`src/rtl/rom_fetch_ctrl.sv`:
```
// Instruction-fetch front end for a synchronous ROM: prefetches sequential words
// into a small queue and redirects the prefetch stream when the core jumps away.
module rom_fetch_ctrl #(
  parameter int unsigned    MDW      = 32,
  parameter int unsigned    MAW      = 32,
  parameter int unsigned    DEPTH    = 2,
  parameter logic [MAW-1:0] RST_ADDR = '0
) (
  input  logic           clk,
  input  logic           rst_n,
  output logic           romcs_n,
  output logic [MAW-1:0] romaddr,
  input  logic [MDW-1:0] romdout,
  input  logic           fetch_req,
  input  logic [MAW-1:0] fetch_addr,
  output logic           fetch_ack,
  output logic [MDW-1:0] fetch_data
);

  localparam int unsigned WAW = MAW - 2;
  localparam int unsigned PW  = (DEPTH > 1) ? $clog2(DEPTH) : 1;
  localparam int unsigned CW  = $clog2(DEPTH + 1);

  logic [WAW-1:0] r_pfAddr;
  logic [WAW-1:0] r_qAddr [DEPTH];
  logic [MDW-1:0] r_qData [DEPTH];
  logic [PW-1:0]  r_head;
  logic [PW-1:0]  r_tail;
  logic [CW-1:0]  r_count;
  logic           r_inflight;
  logic [WAW-1:0] r_inflightAddr;
  logic           r_discard;
  logic           r_redirect;

  logic [WAW-1:0] w_reqWord;
  logic [WAW-1:0] w_expected;
  logic [CW:0]    w_occ;
  logic           w_qEmpty;
  logic           w_retValid;
  logic           w_qHit;
  logic           w_bypass;
  logic           w_redirect;
  logic           w_issue;
  logic           w_push;
  logic           w_pop;
  logic           w_unusedLowBits;

  function automatic logic [PW-1:0] ptrNext(input logic [PW-1:0] p);
    return (p == PW'(DEPTH - 1)) ? '0 : p + PW'(1);
  endfunction

  assign w_reqWord       = fetch_addr[MAW-1:2];
  assign w_unusedLowBits = ^fetch_addr[1:0];
  assign w_qEmpty        = (r_count == '0);
  assign w_retValid      = r_inflight & ~r_discard;

  assign w_qHit   = fetch_req & ~w_qEmpty & (r_qAddr[r_head] == w_reqWord);
  assign w_bypass = fetch_req & w_qEmpty & w_retValid & (r_inflightAddr == w_reqWord);

  // The word the stream will deliver next; a request for it just waits instead of
  // restarting the stream, which keeps a redirect from re-triggering itself.
  always_comb begin
    w_expected = r_pfAddr;
    if (!w_qEmpty) begin
      w_expected = r_qAddr[r_head];
    end else if (w_retValid) begin
      w_expected = r_inflightAddr;
    end
  end

  assign w_redirect = fetch_req & (w_reqWord != w_expected);

  assign w_occ   = (CW+1)'(r_count) + (CW+1)'(r_inflight);
  assign w_issue = rst_n & ~r_redirect & (w_occ < (CW+1)'(DEPTH));
  assign w_push  = w_retValid & ~w_bypass & ~w_redirect;
  assign w_pop   = w_qHit;

  assign romcs_n    = ~w_issue;
  assign romaddr    = w_issue ? {r_pfAddr, 2'b00} : '0;
  assign fetch_ack  = w_qHit | w_bypass;
  assign fetch_data = w_qHit ? r_qData[r_head] : (w_bypass ? romdout : '0);

  // Prefetch pointer and the single outstanding ROM read.
  always_ff @(posedge clk or negedge rst_n) begin
    if (!rst_n) begin
      r_pfAddr       <= RST_ADDR[MAW-1:2];
      r_inflight     <= 1'b0;
      r_inflightAddr <= '0;
      r_discard      <= 1'b0;
      r_redirect     <= 1'b0;
    end else begin
      r_inflight <= w_issue;
      r_discard  <= w_issue & w_redirect;
      r_redirect <= w_redirect;
      if (w_issue) begin
        r_inflightAddr <= r_pfAddr;
      end
      if (w_redirect) begin
        r_pfAddr <= w_reqWord;
      end else if (w_issue) begin
        r_pfAddr <= r_pfAddr + WAW'(1);
      end
    end
  end

  always_ff @(posedge clk or negedge rst_n) begin
    if (!rst_n) begin
      r_head  <= '0;
      r_tail  <= '0;
      r_count <= '0;
    end else if (w_redirect) begin
      r_head  <= '0;
      r_tail  <= '0;
      r_count <= '0;
    end else begin
      if (w_push) begin
        r_tail <= ptrNext(r_tail);
      end
      if (w_pop) begin
        r_head <= ptrNext(r_head);
      end
      case ({w_push, w_pop})
        2'b10:   r_count <= r_count + CW'(1);
        2'b01:   r_count <= r_count - CW'(1);
        default: r_count <= r_count;
      endcase
    end
  end

  // Queue payload needs no reset; the count alone says which entries are live.
  always_ff @(posedge clk) begin
    if (w_push) begin
      r_qAddr[r_tail] <= r_inflightAddr;
      r_qData[r_tail] <= romdout;
    end
  end

  noOverflow: assert property (@(posedge clk) disable iff (!rst_n)
    !(w_push && !w_pop && (r_count == CW'(DEPTH))));

endmodule

```
`config.mk`:
```
export PLATFORM = sky130hd
export DESIGN_NAME = rom_fetch_ctrl
export DESIGN_NICKNAME = d
export VERILOG_FILES = /design/src/rtl/rom_fetch_ctrl.sv
export SDC_FILE = /design/constraint.sdc
export NUM_CORES = 1
export LEC_CHECK = 0
export CORE_MARGIN = 2
export CORE_UTILIZATION = 60
export DETAILED_ROUTE_END_ITERATION = 10
export GPL_ROUTABILITY_DRIVEN = 0
export GPL_TIMING_DRIVEN = 0
export PLACE_DENSITY = 0.95
export SETUP_SLACK_MARGIN = 0.1
export SLEW_MARGIN = 20
export SYNTH_ARGS = -nofsm -noshare
export SYNTH_HDL_FRONTEND = slang
export SYNTH_SLANG_ARGS = --single-unit
```
`constraint.sdc`:
```
create_clock -name clk -period 10.6 [get_ports clk]
set_clock_uncertainty 0.2 [all_clocks]
set_input_delay 3.18 -clock clk [delete_from_list [all_inputs] [get_ports clk]]
set_output_delay 3.18 -clock clk [all_outputs]
set_load 0.01 [all_outputs]
```
==> flow_summary_export.csv, run 1 <==
group,metric,value,unit
setup_path,r2r_cells,15,
timing,period_needed,10100,ps
global_route,grt_max_degree,45,
routing,wl_per_cell,21.7,um
clock_tree,root_buffer,"clkbuf_16",
outcome,status,"complete, no violations",
clock_tree,ctsHoldBuffers,0,
floorplanning,num_rows,46,
setup_path,crit_arrival,6720,ps
global_route,first_global_vias,7243,
synthesis,ys_seq_area_share,55.3,%
setup_path,path_class,"in2out",
pwr,switching_share,25.8,%
setup_path,crit_family,"simple AND/OR/NAND/NOR gates",
setup_path,cpMaxStageDelayCell,"nor4_2",
synthesis,synth_area,9760,um^2
synthesis,synthTopCellsByCount,"124 x edfxtp_1, 81 x nand2_1, 67 x dfrtp_1",
timing,relSlewSlack,39.5,%
routing,first_pass_iters,6,
routing,drcViolationCount,0,
timing,hold_viol_final,0,
pwr,comb_power_share,14.2,%
floorplanning,coreArea,15900,um^2
synthesis,syn_avg_cell_area,12.0,um^2
timing,max_freq,99.0,MHz
global_route,grt_antenna_before_repair,0,
clock_tree,cts_setup_buffers,0,
layout,area_growth,22.9,%
timing,rsz0062_at_grt,"no",
synthesis,syn_inst,813,
setup_path,crit_buf_inv,3,
floorplanning,start_util,61.4,%
setup_path,cp-startpoint,"fetch_addr[28]",
synthesis,synth-edff-count,124,
pwr,p_clk_share,36.6,%
setup_path,crit_chain,"clkdlybuf4s50_1 > xor2_1 > nor4_1 > nand4_1 > nor4_2 > clkbuf_1 > nand2_1 > o21ai_0 > clkdlybuf4s50_1",
synthesis,synth_cell_types,52,
synthesis,synth.largest_area_cell,"edfxtp_1",
synthesis,synthTopCellsByArea,"edfxtp_1 38%, dfrtp_1 17%, mux2i_1 6.6%, xnor2_1 5.1%, xor2_1 4.5%",
timing,hold_ws,318,ps
synthesis,synth_top_flop_cell,"edfxtp_1",
placement,port_buffers,120,
clock_tree,cts_buffers,17,
pwr,p_leak,4.37,nW
routing,vias,7269,
pwr,p_per_area,154,nW/um^2
flow_run,max-cap-violations,0,
floorplanning,io_pins,133,
pwr,intPower,1.37,mW
setup_path,rr_startpoint,"r_head$_DFFE_PN0P_",
clock_tree,cts_max_level,4,
pwr,seqPwrFrac,49.1,%
global_route,grt_usage,30.1,%
floorplanning,dieHeight,132,um
routing,wirelength,25800,um
floorplanning,die_w,132,um
clock_tree,path_clk_slew,60,ps
layout,finalNonFillerCells,1186,
clock_tree,cts_tree,"done",
setup_path,worst-path-max-fanout,10,
pwr,switchingPower,477,uW
synthesis,synthArstFlopShare,35.1,%
timing,setup_violations,0,
routing,drtAntennaViolNets,0,
clock_tree,cts_sinks,191,
setup_path,path_common_cell,"clkdlybuf4s50_1",
placement,post-place-cells,1155,
floorplanning,fp.dieArea,17300,um^2
routing,drtIter0Drc,715,
setup_path,cp-end-kind,"output port",
pwr,finalPower,1.85,mW
setup_path,cp.depth,9,
global_route,gr-total-overflow,0,
setup_path,timing.rr.end,"r_qData[0][16]$_DFFE_PP_",
timing,fin_crit_sh,95.3,%
synthesis,post-synth-top-count-cell,"edfxtp_1",
clock_tree,clock_path_buffers,2,
synthesis,yosysWarnings,0,
synthesis,yosysTopAreaCellShare,38.2,%
setup_path,critPathCapture,"fetch_data[18]",
layout,antennaDiodeCount,0,
timing,worst_pin_slew,900,ps
clock_tree,clk_latency,440,ps
setup_path,crit_required,7220,ps
setup_path,r2r_slack,5950,ps
synthesis,yosys_register_bits,191,
routing,viasPerCell,6.13,
pwr,irDropWorstVdd,124,uV
placement,dp_hpwl,18200,um
layout,nNetsFinal,1026,
min_path,holdCritPathClass,"reg2reg",
layout,drive_gt1_share,10.1,%
global_route,grt_first_pass_wirelength,39700,um
setup_path,max_stage_delay,780,ps
setup_path,crit_path_start_kind,"input port",
timing,slew_violations,0,
clock_tree,cts_resized,0,
-- metal layers --
metal  track usage, %  routed length, um  up-vias  part of all wire [%]
met3             6.37               2330       77                   9.0
li1                 -                  -     3245                     -
met4             12.3                916        0                   3.6
met5                0                  0        -                     0
met1             38.3              10000     3515                    39
met2             50.2              12500      432                    49
-- flip-flops by register name (all words and copies together) (netlist names) --
name,cells
r_count,2
r_discard,1
r_head,1
r_inflight,1
r_inflightAddr,30
r_pfAddr,30
r_qAddr,60
r_qData,64
r_redirect,1
r_tail,1
-- worst min-delay path by stage --
stage          slack (ps)                           start  cells past startpoint                  endpoint
2_1_floorplan         280  r_inflightAddr[18]$_DFFE_PN0P_                      0  r_qAddr[0][18]$_DFFE_PP_
4_1_cts               320  r_inflightAddr[24]$_DFFE_PN0P_                      0  r_qAddr[0][24]$_DFFE_PP_
3_3_place_gp          290  r_inflightAddr[14]$_DFFE_PN0P_                      0  r_qAddr[1][14]$_DFFE_PP_
3_5_place_dp          300  r_inflightAddr[24]$_DFFE_PN0P_                      0  r_qAddr[0][24]$_DFFE_PP_
6_report              320  r_inflightAddr[24]$_DFFE_PN0P_                      0  r_qAddr[0][24]$_DFFE_PP_
5_1_grt               330  r_inflightAddr[28]$_DFFE_PN0P_                      0  r_qAddr[0][28]$_DFFE_PP_
-- final cells by class --
type,count,area (um^2)
multi-input combinational,561,4050
buffer,50,279
tap,216,270
timing repair buffer,125,1330
sequential,191,5400
clock buffer,19,433
fill,988,3900
inverter,12,47.5
clock inverter,12,184
-- logic make-up (layout without fill, tap and decap cells) --
logic type | count (synthesis) | in the layout | share of synthesized area (%)
and+or+nand+nor | 242 | 242 | 13.2
DFF | 191 | 191 | 55.3
AOI/OAI and AO/OA | 111 | 111 | 7.87
xor gates and xnor gates | 107 | 107 | 9.61
muxes | 98 | 98 | 10.5
buffers and inverters | 62 | 218 | 3.35
adders and majority gates | 1 | 1 | 0.128
other | 1 | 2 | 0.0384
-- cell usage in the layout (no fill, tap or decap), types with 4 or more instances in the layout --
cell / n
a21o_1: 23
and3b_1: 12
clkdlybuf4s50_1: 119
o21ai_0: 42
a21oi_1: 7
or3b_2: 8
buf_16: 4
and2_1: 21
nor4_1: 12
dfrtp_1: 67
and3_1: 8
buf_2: 10
edfxtp_1: 124
bufinv_16: 4
nand4_1: 14
o2111a_1: 8
nand3_1: 17
mux2_2: 30
a2111oi_0: 17
inv_1: 11
mux2i_1: 64
mux2_1: 4
xnor2_1: 57
nor3b_1: 8
clkbuf_1: 31
buf_12: 4
nor3_1: 12
clkbuf_16: 17
nor2_1: 31
xor2_1: 50
nand2_1: 81
-- power groups by stage --
stage / clock network, mW / logic, mW / registers [mW]
2_1_floorplan: 0 / 0.157 / 0.905
5_1_grt: 0.709 / 0.283 / 0.914
3_3_place_gp: 0 / 0.242 / 0.919
6_report: 0.678 / 0.264 / 0.909
4_1_cts: 0.679 / 0.261 / 0.907
3_5_place_dp: 0 / 0.257 / 0.922
-- through the flow --
stage	util [%]	setup slack, ps	setup TNS [ps]	area, um^2
after floorplan	-	2290	0	9760
after global placement	70.7	-1250	-34130	11200
after detailed placement	71.6	535	0	11400
after CTS	75.5	479	0	12000
after global routing	75.5	277	0	12000
final	75.5	503	0	12000
Power figures use the tool's default switching activity.
==> inputs of run 2 (changes only) <==
--- a/config.mk
+++ b/config.mk
@@ -6,11 +6,14 @@
 export NUM_CORES = 1
 export LEC_CHECK = 0
 export CORE_MARGIN = 2
-export CORE_UTILIZATION = 60
+export CORE_UTILIZATION = 65
+export CTS_CLUSTER_DIAMETER = 150
 export DETAILED_ROUTE_END_ITERATION = 10
+export DONT_BUFFER_PORTS = 1
 export GPL_ROUTABILITY_DRIVEN = 0
 export GPL_TIMING_DRIVEN = 0
-export PLACE_DENSITY = 0.95
+export PLACE_DENSITY = 0.91
+export RECOVER_POWER = 25
 export SETUP_SLACK_MARGIN = 0.1
 export SLEW_MARGIN = 20
 export SYNTH_ARGS = -nofsm -noshare
==> run 2 against run 1 <==
Net effect:
- maximum frequency increased by 8.4%
- die area shrank 7.5%
- core utilization decreased by 2.2 points
- non-clock buffer count shrank 121
- worst setup slack gained 780 ps
==> flow_summary_export.csv, run 2 (synthesized netlist as in run 1, its figures left out) <==
group,metric,value,unit
layout,drive_gt1_share,11.6,%
clock_tree,cts_sinks,191,
clock_tree,root_buffer,"clkbuf_16",
timing,hold_ws,324,ps
global_route,grt_first_pass_wirelength,38200,um
global_route,first_global_vias,6941,
floorplanning,dieHeight,127,um
placement,dp_hpwl,17400,um
routing,first_pass_iters,5,
timing,hold_viol_final,0,
min_path,holdCritPathClass,"reg2reg",
layout,reg.largest.list,"r_qData: 64 flops, r_qAddr: 60 flops",
clock_tree,cts_max_level,4,
layout,fillers,942,
routing,drtIter0Drc,704,
setup_path,critPathCapture,"fetch_data[21]",
clock_tree,ctsHoldBuffers,0,
timing,worst_pin_slew,1080,ps
layout,largest_register,"r_qData",
floorplanning,coreArea,14600,um^2
clock_tree,clk_latency,440,ps
routing,vias,6840,
timing,setup_violations,0,
clock_tree,cts_setup_buffers,0,
placement,pre_cts_ws,1380,ps
layout,layout_common_cells,"124 x edfxtp_1, 81 x nand2_1, 67 x dfrtp_1, 64 x mux2i_1, 57 x xnor2_1",
setup_path,r2r_cells,16,
floorplanning,start_util,66.9,%
routing,wirelength,25000,um
floorplanning,fp.dieArea,16000,um^2
layout,multi_input_comb_area,4050,um^2
timing,finalSetupTns,0,ps
pwr,irDropWorstVdd,115,uV
setup_path,timing.rr.end,"r_qAddr[0][10]$_DFFE_PP_",
clock_tree,cts_buffers,17,
timing,max_freq,107,MHz
setup_path,crit_required,7220,ps
layout,seq_area,5400,um^2
routing,viasPerCell,6.62,
global_route,grt_usage,31.6,%
setup_path,path_class,"in2out",
pwr,p_leak,3.92,nW
setup_path,cp-startpoint,"fetch_addr[29]",
flow_run,max-cap-violations,0,
floorplanning,num_rows,44,
routing,drtAntennaViolNets,0,
setup_path,r2r_slack,6000,ps
setup_path,crit_path_start_kind,"input port",
pwr,p_per_area,165,nW/um^2
timing,rsz0062_at_grt,"no",
global_route,gr-total-overflow,0,
timing,fin_crit_sh,87.9,%
clock_tree,cts_resized,0,
clock_tree,clock_path_buffers,2,
routing,drcViolationCount,0,
global_route,grt_max_degree,69,
layout,layout_commonest_cell,"edfxtp_1",
setup_path,rr_startpoint,"r_count[0]$_DFFE_PN0P_",
timing,slew_violations,0,
placement,port_buffers,0,
timing,period_needed,9310,ps
setup_path,cp-end-kind,"output port",
layout,nNetsFinal,905,
timing,relSlewSlack,27.3,%
layout,area_growth,9.58,%
floorplanning,io_pins,133,
routing,wl_per_cell,24.2,um
setup_path,crit_arrival,5930,ps
layout,antennaDiodeCount,0,
global_route,grt_antenna_before_repair,0,
clock_tree,path_clk_slew,70,ps
layout,largest_register_ff_count,64,
outcome,status,"complete, no violations",
clock_tree,cts_tree,"done",
floorplanning,die_w,127,um
setup_path,worst-path-max-fanout,10,
timing,finalWorstSetupSlack,1290,ps
[run 2: changes by cell type in the layout (fill, tap and decap cells not counted), sizes merged]
| cell | change |
|---|---|
| buf | -2 |
| inv | +2 |
| clkinvlp | -3 |
| clkdlybuf4s50 | -119 |
| clkbuf | -1 |
| clkinv | +5 |
| bufinv | -2 |
[run 2: worst min path at each step]
stage,slack (ps),cells past startpoint,start,to
2_1_floorplan,280,0,r_inflightAddr[18]$_DFFE_PN0P_,r_qAddr[0][18]$_DFFE_PP_
3_3_place_gp,300,0,r_inflightAddr[18]$_DFFE_PN0P_,r_qAddr[1][18]$_DFFE_PP_
3_5_place_dp,310,0,r_inflightAddr[18]$_DFFE_PN0P_,r_qAddr[0][18]$_DFFE_PP_
4_1_cts,320,0,r_inflightAddr[14]$_DFFE_PN0P_,r_qAddr[1][14]$_DFFE_PP_
5_1_grt,340,0,r_inflightAddr[18]$_DFFE_PN0P_,r_qAddr[1][18]$_DFFE_PP_
6_report,320,0,r_inflightAddr[14]$_DFFE_PN0P_,r_qAddr[1][14]$_DFFE_PP_
[run 2: power breakdown]
part,switching (mW),internal [mW]
logic,0.118,0.0966
registers,0.0585,0.852
clock network,0.287,0.352
[run 2: cell type report]
| class | instances | share of cell area, % |
|---|---|---|
| tap | 184 | 2.15 |
| timing repair buffer | 4 | 0.960 |
| multi-input combinational | 561 | 37.8 |
| buffer | 50 | 2.61 |
| clock buffer | 18 | 4.01 |
| inverter | 12 | 0.445 |
| clock inverter | 14 | 1.46 |
| sequential | 191 | 50.5 |
[run 2: metal layers]
layer | GRT usage, % | vias to the layer above | wire length [um]
li1 | - | 2995 | -
met1 | 38.8 | 3327 | 9240
met2 | 52.7 | 422 | 12300
met3 | 7.76 | 96 | 2440
met4 | 15.7 | 0 | 1040
met5 | 0 | - | 0
[run 2: metrics by stage]
stage / utilization, % / area (um^2) / cells / power, mW
6_report: 73.3 / 10700 / 1034 / 1.76
2_1_floorplan: - / 9760 / 814 / 1.06
4_1_cts: 73.3 / 10700 / 1034 / 1.76
3_5_place_dp: 69.3 / 10100 / 1002 / 1.13
5_1_grt: 73.3 / 10700 / 1034 / 1.82
3_3_place_gp: 68.5 / 9990 / 998 / 1.12
[run 2: worst max-delay path, stage by stage]
cell and delay, ps:
buf_1 360, xor2_1 140, nor4_1 430, nand4_1 170, nor4_2 910, clkbuf_1 430
nand2_1 110, o21ai_0 200
